$ cat config.mk
export PLATFORM = sky130hd
export DESIGN_NAME = mc_cpu_core
export DESIGN_NICKNAME = d
export VERILOG_FILES = /design/src/rtl/mc_cpu_core.sv
export SDC_FILE = /design/constraint.sdc
export NUM_CORES = 1
export LEC_CHECK = 0
export BUFFER_PORTS_ARGS = -buffer_cell sky130_fd_sc_hd__buf_2
export CORE_ASPECT_RATIO = 0.8
export CORE_MARGIN = 2
export CORE_UTILIZATION = 51
export DETAILED_ROUTE_END_ITERATION = 6
export PLACE_DENSITY_LB_ADDON = 0.2
export SETUP_SLACK_MARGIN = 0.15
export SYNTH_ARGS = -nofsm -noshare
export SYNTH_HDL_FRONTEND = slang
export SYNTH_SLANG_ARGS = --single-unit
$ cat constraint.sdc
create_clock -name clk -period 7.5 [get_ports clk]
set_input_delay 0 -clock clk [delete_from_list [all_inputs] [get_ports clk]]
set_output_delay 0 -clock clk [all_outputs]
set_load 0.01 [all_outputs]
$ cat src/rtl/mc_cpu_core.sv
// mc_cpu_core: parametrised multicycle CPU core with a unified req/ready
// memory port, a retired-instruction counter and an illegal-opcode trap.
// Each instruction walks FETCH -> EXEC [-> MEM [-> ADDM]] and then returns
// to FETCH. The memory port is a Moore function of the state, so it stays
// stable for any number of wait cycles.
module mc_cpu_core #(
  parameter int DATA_W = 16,
  parameter int ADDR_W = 8,
  parameter int NREGS  = 4,
  parameter int CNT_W  = 16
) (
  input  logic              clk,
  input  logic              reset_n,
  output logic              mem_req,
  output logic              mem_we,
  output logic [ADDR_W-1:0] mem_addr,
  output logic [DATA_W-1:0] mem_wdata,
  input  logic [DATA_W-1:0] mem_rdata,
  input  logic              mem_ready,
  output logic              halted,
  output logic              trap,
  output logic [CNT_W-1:0]  instr_count
);

  localparam int RIDX_W = (NREGS > 1) ? $clog2(NREGS) : 1;

  localparam logic [3:0] OP_NAND = 4'h0;
  localparam logic [3:0] OP_ADD  = 4'h1;
  localparam logic [3:0] OP_ADDM = 4'h2;
  localparam logic [3:0] OP_ADDI = 4'h3;
  localparam logic [3:0] OP_SUB  = 4'h4;
  localparam logic [3:0] OP_MUL  = 4'h5;
  localparam logic [3:0] OP_LD   = 4'h6;
  localparam logic [3:0] OP_ST   = 4'h7;
  localparam logic [3:0] OP_BEQ  = 4'h8;
  localparam logic [3:0] OP_JMP  = 4'h9;
  localparam logic [3:0] OP_HALT = 4'hF;

  typedef enum logic [2:0] {
    S_IDLE,
    S_FETCH,
    S_EXEC,
    S_MEM,
    S_ADDM,
    S_HALT
  } state_t;

  state_t state, next_state;

  logic [ADDR_W-1:0] pc;
  logic [15:0]       ir;
  logic [DATA_W-1:0] regs [NREGS];
  logic [DATA_W-1:0] operand;

  // Instruction fields; only the low RIDX_W bits of each register field
  // select a register, the rest are deliberately ignored.
  logic [3:0]        op;
  logic [3:0]        rd_field;
  logic [3:0]        rs_field;
  logic [7:0]        imm8;
  logic [3:0]        off4;
  logic [RIDX_W-1:0] rd_idx;
  logic [RIDX_W-1:0] rs_idx;
  logic [DATA_W-1:0] rd_val;
  logic [DATA_W-1:0] rs_val;
  logic              unused_fields;

  assign op            = ir[15:12];
  assign rd_field      = ir[11:8];
  assign rs_field      = ir[7:4];
  assign imm8          = ir[7:0];
  assign off4          = ir[3:0];
  assign rd_idx        = rd_field[RIDX_W-1:0];
  assign rs_idx        = rs_field[RIDX_W-1:0];
  assign rd_val        = regs[rd_idx];
  assign rs_val        = regs[rs_idx];
  assign unused_fields = ^{rd_field, rs_field};

  // Sign-extend a 4-bit branch offset to PC width.
  function automatic logic [ADDR_W-1:0] sext_off4(input logic [3:0] v);
    logic signed [3:0] s;
    s = v;
    return ADDR_W'(s);
  endfunction

  // Sign-extend an 8-bit jump offset to PC width.
  function automatic logic [ADDR_W-1:0] sext_imm8(input logic [7:0] v);
    logic signed [7:0] s;
    s = v;
    return ADDR_W'(s);
  endfunction

  // Opcode classes used by both the FSM and the datapath.
  logic is_alu;
  logic is_illegal;
  logic is_memop;

  assign is_alu     = (op == OP_NAND) || (op == OP_ADD) || (op == OP_ADDI) ||
                      (op == OP_SUB)  || (op == OP_MUL);
  assign is_memop   = (op == OP_LD) || (op == OP_ST) || (op == OP_ADDM);
  assign is_illegal = (op >= 4'hA) && (op <= 4'hE);

  // Register-to-register ALU result, truncated to DATA_W.
  logic [DATA_W-1:0] alu_res;

  // ALU: combinational result for the single-cycle arithmetic opcodes.
  always_comb begin
    alu_res = '0;
    case (op)
      OP_NAND: alu_res = ~(rd_val & rs_val);
      OP_ADD:  alu_res = rd_val + rs_val;
      OP_ADDI: alu_res = rd_val + DATA_W'(imm8);
      OP_SUB:  alu_res = rd_val - rs_val;
      OP_MUL:  alu_res = rd_val * rs_val;
      default: alu_res = '0;
    endcase
  end

  // An instruction retires on its exit to FETCH, or on EXEC->HALT for the
  // HALT opcode; a trapping opcode never retires.
  logic retire;

  assign retire = ((state == S_EXEC) && (is_alu || (op == OP_BEQ) ||
                                         (op == OP_JMP) || (op == OP_HALT))) ||
                  ((state == S_MEM) && mem_ready &&
                   ((op == OP_LD) || (op == OP_ST))) ||
                  (state == S_ADDM);

  // State register.
  always_ff @(posedge clk or negedge reset_n) begin
    if (!reset_n) state <= S_IDLE;
    else          state <= next_state;
  end

  // Next-state logic and Moore memory-port outputs.
  always_comb begin
    next_state = state;
    mem_req    = 1'b0;
    mem_we     = 1'b0;
    mem_addr   = '0;
    mem_wdata  = '0;
    halted     = 1'b0;
    case (state)
      S_IDLE: next_state = S_FETCH;
      S_FETCH: begin
        mem_req  = 1'b1;
        mem_addr = pc;
        if (mem_ready) next_state = S_EXEC;
      end
      S_EXEC: begin
        if (is_memop)                      next_state = S_MEM;
        else if (is_illegal || op == OP_HALT) next_state = S_HALT;
        else                               next_state = S_FETCH;
      end
      S_MEM: begin
        mem_req  = 1'b1;
        mem_addr = ADDR_W'(rs_val);
        if (op == OP_ST) begin
          mem_we    = 1'b1;
          mem_wdata = rd_val;
        end
        if (mem_ready) next_state = (op == OP_ADDM) ? S_ADDM : S_FETCH;
      end
      S_ADDM: next_state = S_FETCH;
      S_HALT: halted = 1'b1;
      default: next_state = S_IDLE;
    endcase
  end

  // Datapath: PC, IR, register file, ADDM operand, trap flag and counter.
  always_ff @(posedge clk or negedge reset_n) begin
    if (!reset_n) begin
      pc          <= '0;
      ir          <= '0;
      operand     <= '0;
      trap        <= 1'b0;
      instr_count <= '0;
      for (int i = 0; i < NREGS; i++) regs[i] <= '0;
    end else begin
      if (retire) instr_count <= instr_count + CNT_W'(1);
      case (state)
        S_FETCH: begin
          if (mem_ready) begin
            ir <= mem_rdata[15:0];
            pc <= pc + ADDR_W'(1);
          end
        end
        S_EXEC: begin
          if (is_alu) regs[rd_idx] <= alu_res;
          else if (op == OP_BEQ) begin
            if (rd_val == rs_val) pc <= pc + sext_off4(off4);
          end
          else if (op == OP_JMP) pc <= pc + sext_imm8(imm8);
          else if (is_illegal) trap <= 1'b1;
        end
        S_MEM: begin
          if (mem_ready) begin
            if (op == OP_LD)   regs[rd_idx] <= mem_rdata;
            if (op == OP_ADDM) operand <= mem_rdata;
          end
        end
        S_ADDM: regs[rd_idx] <= rd_val + operand;
        default: ;
      endcase
    end
  end

endmodule

## Word-level counts from Yosys, hierarchy flattened

Cells that the tools add are included.

| cells by class | value |
|---|---|
| $mul | 1 |
| reductions and logical operators | 29 |
| $lt $le $gt $ge | 5 |
| add/sub/neg operators | 8 |
| bitwise gates (word level) | 8 |
| mux-type cells | 35 |
| equal/unequal tests | 23 |

Operators with widths:

| operator | count |
|---|---|
| bitwise mux 64 bit | 3 |
| two-way mux 64 bit | 3 |
| one-hot mux 64 bit (3 select lines) | 1 |
| two-way mux 16 bit | 7 |
| one-hot mux 16 bit (5 select lines) | 1 |
| binary-select mux 16 bit (select 2 bit) | 2 |
| two-way mux 8 bit | 5 |
| adder 16 bit | 2 |
| demux 16 bit (select 2 bit) | 1 |
| one-hot mux 8 bit (2 select lines) | 2 |
| adder 16 x 1 -> 16 bit (second input constant) | 1 |
| adder 16 x 8 -> 16 bit | 1 |
| adder 8 bit | 2 |
| bitwise AND 16 bit | 1 |
| equality test 16 bit | 1 |
| equality test 4 x 3 -> 1 bit (second input constant) | 4 |
| multiplier 16 x 16 -> 16 bit | 1 |
| inverter 16 bit | 1 |
| subtractor 16 bit | 1 |
| two-way mux 3 bit | 5 |
| one-hot mux 3 bit (5 select lines) | 1 |
| equality test 4 bit (second input constant) | 3 |
| logical OR 1 bit | 12 |
| AND reduction 5 bit | 2 |
| other kinds (26) | 46 |

| word-level totals | value |
|---|---|
| output and inout bits | 44 |
| bits in registers | 124 |
| word-level logic and storage cells | 119 |

## Logic depth before layout (Yosys ltp)

| logic depth | value |
|---|---|
| depth in word-level cells | 11 |
| gate-level depth with buffers | 27 |
| gate-level depth less buffers | 24 |

## Worst setup path after synthesis

Ideal clock, no wire load.

| timing path | value |
|---|---|
| kind | flip-flop to flip-flop |
| from | register ir[4] |
| to | register (tool-made name) |
| data required time | 7.363 ns |
| cell stages (with the launch flop) | 24 |
| buffers on the path | 3 |
| period minus slack after synthesis | 6.597 ns |
| setup time | 0.137 ns |
| setup slack | 0.903 ns |
| arrival | 6.460 ns |
| cell sequence | dfrtp_1 > buf_4 > buf_4 > mux4_2 > clkbuf_1 > and2_1 > fa_1 > inv_1 > fa_1 > inv_1 > ha_1 > inv_1 > fa_1 > fa_1 > fa_1 > inv_1 > ha_1 > o21a_1 > a2111oi_1 > nor3_1 > xor2_1 > a221o_1 > a211oi_1 > a21oi_1 |

RTL lines:

| item | line | RTL |
|---|---|---|
| start: declaration | 51 | `logic [15:0] ir;` |
| start signal: assignment | 184 | `ir <= mem_rdata[15:0];` |

==> flow_metrics.env <==
export IMPL_timing_critical_path_arrival_ps=7320
export IMPL_detailedRoute_firstPassIterationCount=5
export IMPL_routed_via_density=5.97
export IMPL_first_global_vias=10900
export IMPL_grt_start_max_net_pins=70
export IMPL_timing_critical_path_required_ps=7800
export IMPL_outcome="finished, final reports clean"
export IMPL_layout_nets=1726
export IMPL_setup_worst_path_start_class="flop"
export IMPL_wire_length_of_the_first_global_routing_pass_um=60900
export IMPL_antennaDiodeCount=0
export IMPL_reg2reg_slack_ps=480
export IMPL_slew_violations=0
export IMPL_most_common_cell_after_layout_fill_and_taps_aside="sky130_fd_sc_hd__inv_1"
export IMPL_footprint_of_the_multi_input_gates_mm2=0.00908
export IMPL_most_common_layout_cells="sky130_fd_sc_hd__inv_1, sky130_fd_sc_hd__nor2_1, sky130_fd_sc_hd__nand2_1"
export IMPL_timing_slew_headroom=0.337
export IMPL_die_width_um=182
export IMPL_cts_sink_count=122
export IMPL_post_route_drc=0
export IMPL_library_cell_used_as_clock_root_buffer="sky130_fd_sc_hd__clkbuf_16"
export IMPL_ys_seq_area_frac=0.235
export IMPL_hpwl_um=29600
export IMPL_hold_path_class="in2async"
export IMPL_synthesis_yosys_warnings=0
export IMPL_areaGrowthSynthToFinish_pct=12.1
export IMPL_synth_cells=1431
export IMPL_rsz0062_at_grt="no"
export IMPL_ys_types=78
export IMPL_synth_seq_cells=122
export IMPL_timing_setup_critical_path_class="reg2reg"
export IMPL_grt_total_usage=0.298
export IMPL_ys_dominant_reg_cell="sky130_fd_sc_hd__dfrtp_1"
export IMPL_layout_area_seq_mm2=0.00306
export IMPL_timing_final_crit_period_ps=7020
export IMPL_max_cap_violations=0
export IMPL_postSynthAreaPerCell_um2=9.08
export IMPL_postSynth_asyncResetShare=1.00
export IMPL_final_setup_skew_ps=12.2
export IMPL_crit_path_end_kind="flop"
export IMPL_cp_max_fo=21
export IMPL_antenna_violating_nets_post_route=0
export IMPL_buffer_ports_inserted=62
export IMPL_finalSetupTns_ps=0
export IMPL_area_share_of_the_leading_cell_type_in_the_synthesized_netlist=0.235
export IMPL_cts_post_setup_buffers_inserted=0
export IMPL_final_min_period_over_clock_period=0.936
export IMPL_fp_row_count=52
export IMPL_postSynthNetCount=1652
export IMPL_n_fill_cell=2196
export IMPL_clock_path_buffers=2
export IMPL_synth_enable_flop_cells=0
export IMPL_drive_gt1_frac=0.145
export IMPL_die_area_mm2=0.0268
export IMPL_route_detailed_wl_per_inst_um=21.0
export IMPL_cts_made_buffers=17
export IMPL_tightestPinTransition_ps=991
export IMPL_tritoncts="built"
export IMPL_core_mm2=0.0252
export IMPL_wirelength_um=38600
export IMPL_post_synth_main_area_contributors="sky130_fd_sc_hd__dfrtp_1, sky130_fd_sc_hd__fa_1, sky130_fd_sc_hd__ha_1, sky130_fd_sc_hd__inv_1, sky130_fd_sc_hd__mux4_2"
export IMPL_insertion_delay_ps=430
export IMPL_grt_remaining_overflow=0
export IMPL_clk_pin_slew_worst_paths_ps=60
export IMPL_initial_utilization=0.516
export IMPL_final_hold_violation_count=0
export IMPL_dieHeight_um=147
export IMPL_globalplace_congestion=0.935
export IMPL_htreeDepth=4
export IMPL_synthesis_area_mm2=0.0130
export IMPL_grt_antenna_before_repair=0
export IMPL_finalSetupViolCount=0
export IMPL_drt_iter0_drc=955
export IMPL_synthDominantAreaCellType="sky130_fd_sc_hd__dfrtp_1"
export IMPL_num_vias=11000
export IMPL_floorplan_io_pins=63
export IMPL_fmax_mhz=142
## final timing paths
check | startpoint | end | cells past startpoint
min reg2reg | instr_count[15]$_DFFE_PN0P_ | instr_count[15]$_DFFE_PN0P_ | 1
min | reset_n | instr_count[8]$_DFFE_PN0P_ | 2
max in group asynchronous | reset_n | ir[9]$_DFFE_PN0P_ | 3
max reg2reg | ir[8]$_DFFE_PN0P_ | flop | 21
min in group clk | mem_rdata[0] | ir[0]$_DFFE_PN0P_ | 3
max | ir[8]$_DFFE_PN0P_ | flop | 21
## cell families (layout without fill, tap and decap cells)
kind of cell	count (synthesis)	in the layout	share of synthesized area
adders and majority gates	202	202	0.243
AOI/OAI and AO/OA	270	270	0.137
xor gates and xnor gates	94	94	0.0650
DFF	122	122	0.235
and+or+nand+nor	442	442	0.157
buffers and inverters	224	311	0.0685
muxes	77	77	0.0939
## Yosys cell counts (all sizes together), types with 4 or more instances
library cell and count:
inv 160, nor2 151, nand2 137, dfrtp 122, ha 118, a21oi 111, fa 84, and2 64
xnor2 64, clkbuf 51, mux2 34, mux4 31, o21ai 30, xor2 29, a21o 23, nor3 17
nand3 14, a221oi 13, buf 13, mux2i 12, o21bai 11, nor2b 10, nand2b 9, nand4 9
a31oi 7, and3 7, o211ai 7, a222oi 6, o31ai 6, a211o 5, o21a 5, o22ai 5
or3 5, a2111oi 4, a41oi 4, o32a 4, or2 4
## final cells by class
class / count / area share
Clock inverter: 14 / 0.0127
Tap cell: 324 / 0.0278
Timing Repair Buffer: 119 / 0.0548
Inverter: 160 / 0.0412
Sequential cell: 122 / 0.210
Multi-Input combinational cell: 1085 / 0.623
Clock buffer: 18 / 0.0302
## through the flow
step | setup WS, ps | hold WS [ps] | util | instances | area [um2]
floorplan | 903 | -296 | - | 1431 | 13000
global placement | 461 | 67.2 | 0.546 | 1792 | 13700
detailed placement | 375 | 81.9 | 0.546 | 1792 | 13700
CTS | 347 | 178 | 0.578 | 1842 | 14500
global route | 159 | 226 | 0.578 | 1842 | 14600
finish | 481 | 144 | 0.578 | 1842 | 14600
## metal layers
metal  global-route usage  vias to the layer above  wire, um
met4               0.0762                        0       745
li1                     -                     5018         -
met3               0.0721                       60      4000
met2                0.441                      511     16600
met5                    0                        -         0
met1                0.440                     5412     17300
## critical path, cell delays in order (launching register included)
cell and delay [ps]:
sky130_fd_sc_hd__dfrtp_1 380, sky130_fd_sc_hd__buf_12 220, sky130_fd_sc_hd__mux4_1 740, sky130_fd_sc_hd__ha_1 310, sky130_fd_sc_hd__fa_1 530, sky130_fd_sc_hd__inv_1 50
sky130_fd_sc_hd__fa_1 470, sky130_fd_sc_hd__inv_1 40, sky130_fd_sc_hd__ha_1 180, sky130_fd_sc_hd__fa_1 480, sky130_fd_sc_hd__inv_1 50, sky130_fd_sc_hd__fa_1 480
sky130_fd_sc_hd__fa_1 490, sky130_fd_sc_hd__inv_1 40, sky130_fd_sc_hd__ha_1 290, sky130_fd_sc_hd__o21a_1 140, sky130_fd_sc_hd__a2111oi_1 540, sky130_fd_sc_hd__o41ai_1 190
sky130_fd_sc_hd__xnor2_1 360, sky130_fd_sc_hd__nor2_1 150, sky130_fd_sc_hd__o31a_1 380, sky130_fd_sc_hd__o32a_1 360
## what timing repair did
action,in CTS,in global routing
setup endpoints to repair,0,19
resized for setup,0,4
endpoints found under the hold margin,90,0
hold buffers,18,0
Power is left out: the tool's default activity adds up to more than one toggle a clock period on the data nets, which glitch-free logic cannot reach.
